File: config.mk
export PLATFORM = sky130hd
export DESIGN_NAME = multicycle_cpu_core
export DESIGN_NICKNAME = d
export VERILOG_FILES = /design/src/rtl/multicycle_cpu_core.sv
export SDC_FILE = /design/constraint.sdc
export NUM_CORES = 2
export LEC_CHECK = 0
export ABC_AREA = 0
export CORE_ASPECT_RATIO = 0.6
export CORE_MARGIN = 2
export CORE_UTILIZATION = 35
export DETAILED_ROUTE_END_ITERATION = 7
export HOLD_SLACK_MARGIN = 0.15
export MAX_ROUTING_LAYER = met4
export PLACE_DENSITY = 0.49
export SLEW_MARGIN = 20
export SYNTH_ARGS = -nofsm -noshare
export SYNTH_HDL_FRONTEND = slang
export SYNTH_SLANG_ARGS = --single-unit
File: constraint.sdc
create_clock -name clk_i -period 4.15 [get_ports clk_i]
set_input_delay 1.245 -clock clk_i [delete_from_list [all_inputs] [get_ports clk_i]]
set_output_delay 1.245 -clock clk_i [all_outputs]
set_load 0.01 [all_outputs]
File: src/rtl/multicycle_cpu_core.sv
// Multicycle 16-bit-instruction CPU core: IMEM, DMEM, 8-entry register file, ALU and
// FSM controller. Free-run or single-step execution; IMEM loadable while idle.
module multicycle_cpu_core #(
    parameter int unsigned DATA_W  = 16,
    parameter int unsigned IMEM_AW = 6,
    parameter int unsigned DMEM_AW = 6
) (
    input  logic               clk_i,
    input  logic               rst_ni,
    input  logic               mode_run_i,
    input  logic               step_i,
    input  logic               prog_we_i,
    input  logic [IMEM_AW-1:0] prog_addr_i,
    input  logic [15:0]        prog_data_i,
    input  logic [2:0]         reg_select_i,
    output logic [IMEM_AW-1:0] pc_out_o,
    output logic [15:0]        instr_out_o,
    output logic [DATA_W-1:0]  reg_debug_o,
    output logic               zero_flag_o,
    output logic               halted_o,
    output logic               busy_o,
    output logic               retire_o
);
    localparam int unsigned ImemDepth = 1 << IMEM_AW;
    localparam int unsigned DmemDepth = 1 << DMEM_AW;

    localparam logic [3:0] OpAdd   = 4'h1;
    localparam logic [3:0] OpSub   = 4'h2;
    localparam logic [3:0] OpAnd   = 4'h3;
    localparam logic [3:0] OpOr    = 4'h4;
    localparam logic [3:0] OpXor   = 4'h5;
    localparam logic [3:0] OpAddi  = 4'h6;
    localparam logic [3:0] OpLdi   = 4'h7;
    localparam logic [3:0] OpJmp   = 4'h8;
    localparam logic [3:0] OpBeqz  = 4'h9;
    localparam logic [3:0] OpLoad  = 4'hC;
    localparam logic [3:0] OpStore = 4'hD;
    localparam logic [3:0] OpHalt  = 4'hF;

    typedef enum logic [2:0] {StFetch, StDecode, StExec, StMem, StWb, StHalt} state_e;

    state_e              state_q, state_d;
    logic [IMEM_AW-1:0]  pc_q, pc_d;
    logic [15:0]         ir_q, ir_d;
    logic                z_q, z_d;
    logic [DATA_W-1:0]   a_q, a_d, b_q, b_d, alu_q, alu_d, mdr_q, mdr_d;
    logic                step_req_q, step_req_d;
    logic [2:0]          step_sync_q;

    logic [DATA_W-1:0]   rf_q   [8];
    logic [DATA_W-1:0]   dmem_q [DmemDepth];
    logic [15:0]         imem_q [ImemDepth];

    logic                rf_we, dmem_we, busy, retire, fetch_accept, step_edge;
    logic [DATA_W-1:0]   rf_wdata, alu_res;

    logic [3:0]          op;
    logic [2:0]          rd, rs, rt;
    logic [DATA_W-1:0]   imm6_s, imm9_z;
    logic [IMEM_AW-1:0]  br_off;
    logic [DMEM_AW-1:0]  dmem_addr;

    assign op        = ir_q[15:12];
    assign rd        = ir_q[11:9];
    assign rs        = ir_q[8:6];
    assign rt        = ir_q[5:3];
    assign imm6_s    = DATA_W'($signed(ir_q[5:0]));
    assign imm9_z    = DATA_W'(ir_q[8:0]);
    assign br_off    = IMEM_AW'($signed(ir_q[8:0]));
    assign dmem_addr = alu_q[DMEM_AW-1:0];

    assign step_edge    = step_sync_q[1] & ~step_sync_q[2];
    assign fetch_accept = (state_q == StFetch) && (mode_run_i || step_req_q);

    // Step requests are only taken while waiting in FETCH; edges during an instruction
    // merge into the one being executed. Run mode discards any pending request.
    always_comb begin
        step_req_d = step_req_q;
        if (state_q == StFetch && step_edge) step_req_d = 1'b1;
        if (mode_run_i || fetch_accept) step_req_d = 1'b0;
    end

    // ALU: LOAD/STORE reuse the ADDI path for the effective address.
    always_comb begin
        alu_res = '0;
        case (op)
            OpAdd:            alu_res = a_q + b_q;
            OpSub:            alu_res = a_q - b_q;
            OpAnd:            alu_res = a_q & b_q;
            OpOr:             alu_res = a_q | b_q;
            OpXor:            alu_res = a_q ^ b_q;
            OpAddi, OpLoad,
            OpStore:          alu_res = a_q + imm6_s;
            OpLdi:            alu_res = imm9_z;
            default:          alu_res = '0;
        endcase
    end

    // Controller next-state and datapath updates.
    always_comb begin
        state_d  = state_q;
        pc_d     = pc_q;
        ir_d     = ir_q;
        z_d      = z_q;
        a_d      = a_q;
        b_d      = b_q;
        alu_d    = alu_q;
        mdr_d    = mdr_q;
        rf_we    = 1'b0;
        rf_wdata = alu_q;
        dmem_we  = 1'b0;
        retire   = 1'b0;
        busy     = 1'b1;
        case (state_q)
            StFetch: begin
                if (fetch_accept) begin
                    ir_d    = imem_q[pc_q];
                    pc_d    = pc_q + IMEM_AW'(1);
                    state_d = StDecode;
                end else begin
                    busy = 1'b0;
                end
            end
            StDecode: begin
                a_d     = rf_q[rs];
                b_d     = (op == OpStore || op == OpBeqz) ? rf_q[rd] : rf_q[rt];
                state_d = StExec;
            end
            StExec: begin
                alu_d = alu_res;
                case (op)
                    OpAdd, OpSub, OpAnd, OpOr, OpXor, OpAddi, OpLdi: begin
                        z_d     = (alu_res == '0);
                        state_d = StWb;
                    end
                    OpLoad, OpStore: state_d = StMem;
                    OpJmp: begin
                        pc_d    = ir_q[IMEM_AW-1:0];
                        retire  = 1'b1;
                        state_d = StFetch;
                    end
                    OpBeqz: begin
                        if (b_q == '0) pc_d = pc_q + br_off;
                        retire  = 1'b1;
                        state_d = StFetch;
                    end
                    OpHalt: begin
                        retire  = 1'b1;
                        state_d = StHalt;
                    end
                    default: begin
                        retire  = 1'b1;
                        state_d = StFetch;
                    end
                endcase
            end
            StMem: begin
                if (op == OpStore) begin
                    dmem_we = 1'b1;
                    retire  = 1'b1;
                    state_d = StFetch;
                end else begin
                    mdr_d   = dmem_q[dmem_addr];
                    state_d = StWb;
                end
            end
            StWb: begin
                rf_we    = (rd != 3'd0);
                rf_wdata = (op == OpLoad) ? mdr_q : alu_q;
                retire   = 1'b1;
                state_d  = StFetch;
            end
            StHalt:  busy = 1'b0;
            default: state_d = StFetch;
        endcase
    end

    // Control and datapath registers.
    always_ff @(posedge clk_i or negedge rst_ni) begin
        if (!rst_ni) begin
            state_q     <= StFetch;
            pc_q        <= '0;
            ir_q        <= '0;
            z_q         <= 1'b0;
            a_q         <= '0;
            b_q         <= '0;
            alu_q       <= '0;
            mdr_q       <= '0;
            step_req_q  <= 1'b0;
            step_sync_q <= '0;
        end else begin
            state_q     <= state_d;
            pc_q        <= pc_d;
            ir_q        <= ir_d;
            z_q         <= z_d;
            a_q         <= a_d;
            b_q         <= b_d;
            alu_q       <= alu_d;
            mdr_q       <= mdr_d;
            step_req_q  <= step_req_d;
            step_sync_q <= {step_sync_q[1:0], step_i};
        end
    end

    // Register file; R0 is never written so it always reads zero.
    always_ff @(posedge clk_i or negedge rst_ni) begin
        if (!rst_ni) begin
            for (int i = 0; i < 8; i++) rf_q[i] <= '0;
        end else if (rf_we) begin
            rf_q[rd] <= rf_wdata;
        end
    end

    // Data memory.
    always_ff @(posedge clk_i or negedge rst_ni) begin
        if (!rst_ni) begin
            for (int i = 0; i < DmemDepth; i++) dmem_q[i] <= '0;
        end else if (dmem_we) begin
            dmem_q[dmem_addr] <= b_q;
        end
    end

    // Instruction memory survives reset; loads only while the core is idle.
    always_ff @(posedge clk_i) begin
        if (prog_we_i && !busy) imem_q[prog_addr_i] <= prog_data_i;
    end

    assign pc_out_o    = pc_q;
    assign instr_out_o = ir_q;
    assign reg_debug_o = rf_q[reg_select_i];
    assign zero_flag_o = z_q;
    assign halted_o    = (state_q == StHalt);
    assign busy_o      = busy;
    assign retire_o    = retire;

endmodule

**Word-level counts from Yosys, hierarchy flattened**

Memory sizes are Yosys's and may differ from the RTL's. A register that Yosys moved wholly into a read port is not among the register bits.
Index checks and enable logic that the tools add are counted.

- Equal/unequal tests: 20
- Order comparisons: 7
- Reductions and logical operators: 25
- Muxes and demuxes: 44
- Bitwise logic cells: 12
- Add/sub/neg operators: 5

Operator list:

| operator | count |
|---|---|
| $bwmux W1024 | 1 |
| $mux W16 | 15 |
| $bmux W16 S3 | 4 |
| $bwmux W128 | 1 |
| $pmux W16 S7 | 1 |
| $bmux W16 S6 | 1 |
| $demux W16 S6 | 1 |
| $demux W16 S3 | 1 |
| $add A16 B16 Y16 | 2 |
| $logic_not A16 Y1 | 2 |
| $pmux W6 S2 | 2 |
| $eq A4 B4 Y1 const B | 5 |
| $and A16 B16 Y16 | 1 |
| $eq A4 B3 Y1 const B | 4 |
| $ge A4 B4 Y1 const B | 4 |
| $not A3 Y4 | 4 |
| $or A16 B16 Y16 | 1 |
| $sub A16 B16 Y16 | 1 |
| $xor A16 B16 Y16 | 1 |
| $pmux W3 S5 | 1 |
| $mux W6 | 2 |
| $mux W1 | 9 |
| $pmux W3 S3 | 1 |
| $reduce_or A9 Y1 | 1 |
| other kinds (30) | 47 |

- Memories kept: 1
- Register bits after elaboration: 1230
- Memory bits (writable): 1024

Memories:

| name | depth | width | rd ports | clocked after memory_dff | wr ports | line | text |
|---|---|---|---|---|---|---|---|
| imem_q | 64 | 16 | 1 | 1 | 1 | 52 | `logic [15:0] imem_q [ImemDepth];` |

**Logic depth before layout (Yosys ltp)**

- Depth after elaboration: 8
- Depth in mapped cells: 19
- Mapped depth without buffers: 18

**Worst setup path after synthesis**

Ideal clock, no wire load.

- Kind: register to register
- From: reg ir_q[12], in the netlist instr_out_o[12] (read register of imem_q)
- To: reg alu_q[15]
- Stages on the path, launching flop included: 19
- Data arrival time: 4.030 ns
- Buffers on the path: 4
- Slack: -0.004 ns
- Period minus slack after synthesis: 4.154 ns
- Path through: dfrtp_1 buf_2 nand2b_1 buf_2 or3_1 clkbuf_1 clkbuf_1 nor3_1 a221o_1 ha_1 and2_1 a221o_1 o21a_1 o41a_1 a2111oi_0 o21bai_1 xnor2_1 o21ai_1 mux2_2

- Cells in the longest elaborated chain, start to end: 3
- Elaborated cells on any way between the ends: 11

RTL lines:

| what | line | text |
|---|---|---|
| start: declaration | 44 | `logic [15:0] ir_q, ir_d;` |
| $eq A4 B4 Y1 or $eq A4 B3 Y1 (tied branches) | 86 | `case (op)` |
| $reduce_or A3 Y1 | 86 |  |
| $pmux W16 S7 * | 86 |  |
| end signal: assignment | 198 | `alu_q <= alu_d;` |
| end: declaration | 46 | `logic [DATA_W-1:0] a_q, a_d, b_q, b_d, alu_q, alu_d, mdr_q, mdr_d;` |

Mark *: on every way between the ends. The rest lies on a longest branch, timed or not.
A chain may end at the register's enable or synchronous reset.

**Worst setup path in the final report**

- From: in reg_select_i[0]
- To: out reg_debug_o[3]

- Cells in the longest elaborated chain, start to end: 4

RTL lines:

| what | line | text |
|---|---|---|
| start: declaration | 15 | `input logic [2:0] reg_select_i,` |
| $not A3 Y4 (not written as such) | 230 | `assign reg_debug_o = rf_q[reg_select_i];` |
| $bmux W16 S3 | 230 |  |
| $mux W16 (not written as such) (2 in series) | 230 |  |
| end: declaration | 18 | `output logic [DATA_W-1:0] reg_debug_o,` |

No other way between the ends. The select of a mux whose other input is x is not followed.

==> reports/summary.md <==
The run finished with clean final reports. For the number of placement rows, the log shows 150. The run gives 2.85 ns as the data arrival time of the critical path.

Counting both buffers and inverters, the worst setup path holds a total of 4. The tools report the endpoint of the lowest-slack register-to-register path as mdr_q[15]. Layout overhead on the synthesized area: 15.6%.

The routed wire length per instance was 30.8 um; the area taken by flip-flops and latches was 62,000 um^2. Measured against its own limit, the worst slew margin works out to 21.2%. In this run the critical register-to-register path is launched from alu_q[2]. The tools report the kind of start point of the critical path as an input pin. Measured along the y axis, the die boundary spans 415 um. Averaged over all synthesized cells, the footprint is 15.8 um^2. The count of cells along the worst register-to-register path was 11. Synthesis inferred 2,270 register bits. The run gives 2,270 as the sink count of the clock tree. The aggregate global-route resource usage was 22.9%; the post-route fraction of the period consumed by the critical path was 98.6%. For the number of antenna violations at the first check in global routing, the log shows 23.

The cell repeated most along the worst path is sky130_fd_sc_hd__buf_12. The run gives 34,500 um^2 as the area used by multi-input combinational logic. The number of global-route vias before repair came out at 59,200.

The clock passes through at most 4 buffers. After the flow finishes, the layout carries non-filler instances totaling 10,400. Critical path data required time: 2.90 ns. The tools report the number of fill cells in the layout as 25,500. For this run, the top clock speed supported by timing is 244 MHz. Setup slack on the critical path of the routed design comes to 0.0564 ns. The post-synthesis sequential area ratio is 63.0%. VDD sags by at most 0.504 mV. TritonCTS built the clock tree. For the final database, setup skew stands at 0.121 ns.

The primary flip-flop cell chosen by synthesis mapping is sky130_fd_sc_hd__dfrtp_1. The post-layout net count was 6,604; the number of failing hold endpoints at the final stage was 0. Most area-hungry cell type in the Yosys netlist: sky130_fd_sc_hd__dfrtp_1. The clock period minus worst slack was 4.09 ns; the post-detailed-route count of antenna-violating nets was 0. The per-cell via count in the routed design was 5.75.

The largest fanout on the critical path came out at 9. The worst setup path is captured at an output port. The first global-routing pass estimated 459,000 um of wire. The pre-antenna-repair detailed-routing pass consisted of 5 iterations.

Clock-pin slew was measured on the worst setup and hold paths at 0.06 ns. The clock tree synthesis step divided the H-tree into 4 levels. The count of flip-flops with a built-in enable after synthesis works out to 1,024.

The count of buffers added on input and output ports is 71. For the floorplan die area, the log shows 285,000 um^2. Cell type of the slowest stage on the worst timing path: sky130_fd_sc_hd__mux4_2.

For this run, the slowest stage of the critical path takes 0.49 ns. The total area inside the core boundary comes to 279,000 um^2. By area the synthesized netlist is led by sky130_fd_sc_hd__dfrtp_1 (32%), sky130_fd_sc_hd__edfxtp_1 (31%), sky130_fd_sc_hd__mux2_2 (12%). For the pin with the worst max-slew slack, the measured transition is 1.15 ns.

For this block, the initial DRC count from the detailed router was 6,160. Setup violations remaining at the end of the flow were counted as 0. The total wire length is 321,000 um.

The later-pin clock latency in the skew report was 0.95 ns. CTS placed an instance of sky130_fd_sc_hd__clkbuf_16 at the clock tree root. Traced cell by cell, the critical path runs through buf_2 > buf_12 > buf_12 > mux4_2 > mux2_2 > dlygate4sd2_1. For this run, the number of Yosys warnings is 0.

Setup repair after global routing could not meet its margin everywhere. The cell count after synthesis came out at 6,224. The number of distinct library cells after synthesis is 73, and the fraction of layout cells with a size suffix above 1 is 38.9%. The category of cells accounting for the largest share of critical-path delay is multiplexers. Routability-driven placement finished with a final weighted congestion of 0.889. The min-delay analysis places its worst path in the category input pin to async pin. Buffers inserted during clock tree synthesis total 221. The total nets after synthesis is 6,314.

The critical path in this run is classified as input pin to output port. The final count of pins violating max slew is 0. The proportion of register bits with asynchronous set or reset after synthesis is 54.9%, and the post-synthesis instance area is 98,300 um^2. Share of Yosys cell area claimed by the top area cell type: 31.7%. Global routing finished with a remaining overflow of 0. The pre-CTS setup slack was -0.167 ns; the static leakage was 45.0 nW. The overall die width was 688 um. For the minimum setup slack among reg-to-reg paths, the log shows 0.08 ns. Number of max-cap violations: 0.

Power per cell area: 596 nW/um^2. Including well taps, the total number of placed cells is 10,000. The via total after detailed routing is 59,900, and the number of design rule violations left after detail routing is 0. The count of boundary I/O pins is 72. Entering global routing, the biggest net connects 129 pins. The initial core utilization is 35.3%, and the detailed placement HPWL is 208,000 um.
==> cells in the final DEF (no fill, tap or decap), types with 37 or more instances in the layout <==
master | synthesis | final
sky130_fd_sc_hd__dfrtp_1 | 1246 | 1210
sky130_fd_sc_hd__mux2_2 | 1077 | 1077
sky130_fd_sc_hd__edfxtp_1 | 1024 | 1024
sky130_fd_sc_hd__buf_4 | 9 | 477
sky130_fd_sc_hd__mux4_2 | 449 | 449
sky130_fd_sc_hd__a22oi_1 | 345 | 345
sky130_fd_sc_hd__nand2_1 | 233 | 233
sky130_fd_sc_hd__clkbuf_16 | 0 | 222
sky130_fd_sc_hd__o21ai_0 | 209 | 204
sky130_fd_sc_hd__nor2_2 | 8 | 128
sky130_fd_sc_hd__nor2_1 | 240 | 118
sky130_fd_sc_hd__a21oi_1 | 116 | 116
sky130_fd_sc_hd__mux2i_1 | 82 | 82
sky130_fd_sc_hd__a221oi_1 | 83 | 82
sky130_fd_sc_hd__nand4_1 | 80 | 80
sky130_fd_sc_hd__a22o_1 | 78 | 78
sky130_fd_sc_hd__ha_1 | 58 | 57
sky130_fd_sc_hd__inv_1 | 46 | 46
sky130_fd_sc_hd__buf_12 | 0 | 43
sky130_fd_sc_hd__nand3_1 | 40 | 40
sky130_fd_sc_hd__clkinv_2 | 0 | 40
sky130_fd_sc_hd__a31oi_1 | 39 | 39
sky130_fd_sc_hd__o211ai_1 | 38 | 38
sky130_fd_sc_hd__clkbuf_8 | 0 | 37
sky130_fd_sc_hd__clkdlybuf4s50_1 | 0 | 37
==> cell usage after synthesis, drive strengths merged, types with 78 or more instances <==
cell / n
a21oi: 116
a221oi: 86
a22o: 78
a22oi: 345
buf: 179
clkbuf: 342
dfrtp: 1246
edfxtp: 1024
mux2: 1077
mux2i: 82
mux4: 449
nand2: 233
nand4: 80
nor2: 248
o21ai: 214
==> cell type report <==
cell class	instances	share of cell area, %
flip-flops and latches	2270	54.5
multi-input cells	3386	30.4
clock buffers	291	5.44
repair buffers	588	4.45
well taps	3724	4.10
clock inverters	104	0.906
inverters	47	0.155
diodes	10	0.0220
==> metrics by stage <==
stage | cell area (um^2) | hold slack (ns) | setup TNS [ns] | power (mW) | utilization, %
final | 114000 | 0.326 | 0 | 67.7 | 40.8
after global routing | 114000 | 0.319 | -0.0428 | 70.5 | 40.7
after CTS | 114000 | 0.308 | 0 | 68.0 | 40.7
after detailed placement | 106000 | 0.337 | -0.905 | 47.3 | 38.1
after global placement | 106000 | 0.349 | -0.802 | 47.3 | 38.1
after floorplan | 98300 | 0.331 | 0 | 37.3 | -
==> cells by family after synthesis <==
| logic type | synth area share [%] |
|---|---|
| XOR/XNOR | 0.169 |
| buffers and inverters | 2.34 |
| multiplexers | 23.5 |
| AND/OR/NAND/NOR | 3.25 |
| flip-flops | 63.0 |
| AO/OA/AOI/OAI | 7.03 |
| adder cells (fa/ha/maj) | 0.779 |
==> how the worst max path moves through the flow <==
stage / start / end / cells past startpoint
3_5_place_dp: reg_select_i[0] / reg_debug_o[6] / 6
3_3_place_gp: reg_select_i[0] / reg_debug_o[7] / 6
2_1_floorplan: instr_out_o[12] / alu_q[15] / 18
6_report: reg_select_i[0] / reg_debug_o[3] / 6
5_1_grt: b_q[1] / zero_flag_o / 18
4_1_cts: instr_out_o[13] / retire_o / 9
==> repair_timing <==
item	CTS	global route
hold buffers	0	0
pin swaps	0	4
gates resized for setup	12	22
endpoints found under the setup margin	10	9
hold endpoints to repair	0	0
setup buffers	4	2
==> routing by layer <==
layer	vias to the layer above	routed length [um]	global-route usage, %
met5	-	0	-
met4	0	4370	3.18
met3	316	26400	4.47
met2	2130	130000	30.0
met1	32600	161000	36.8
li1	24800	-	-
==> state kept, by name (all words and copies together) (netlist names) <==
name,flops
alu_q,16
zero_flag_o,1
pc_out_o,6
dmem_q,1024
b_q,16
instr_out_o,16
step_req_q,1
imem_q,1024
mdr_q,16
a_q,16
step_sync_q,3
state_q,3
rf_q,128
==> power by group <==
part	internal [mW]	switching [mW]
sequential	24.4	1.77
combinational	8.13	12.9
clock	11.6	8.96
No activity file was read; power rests on OpenSTA's default activity.
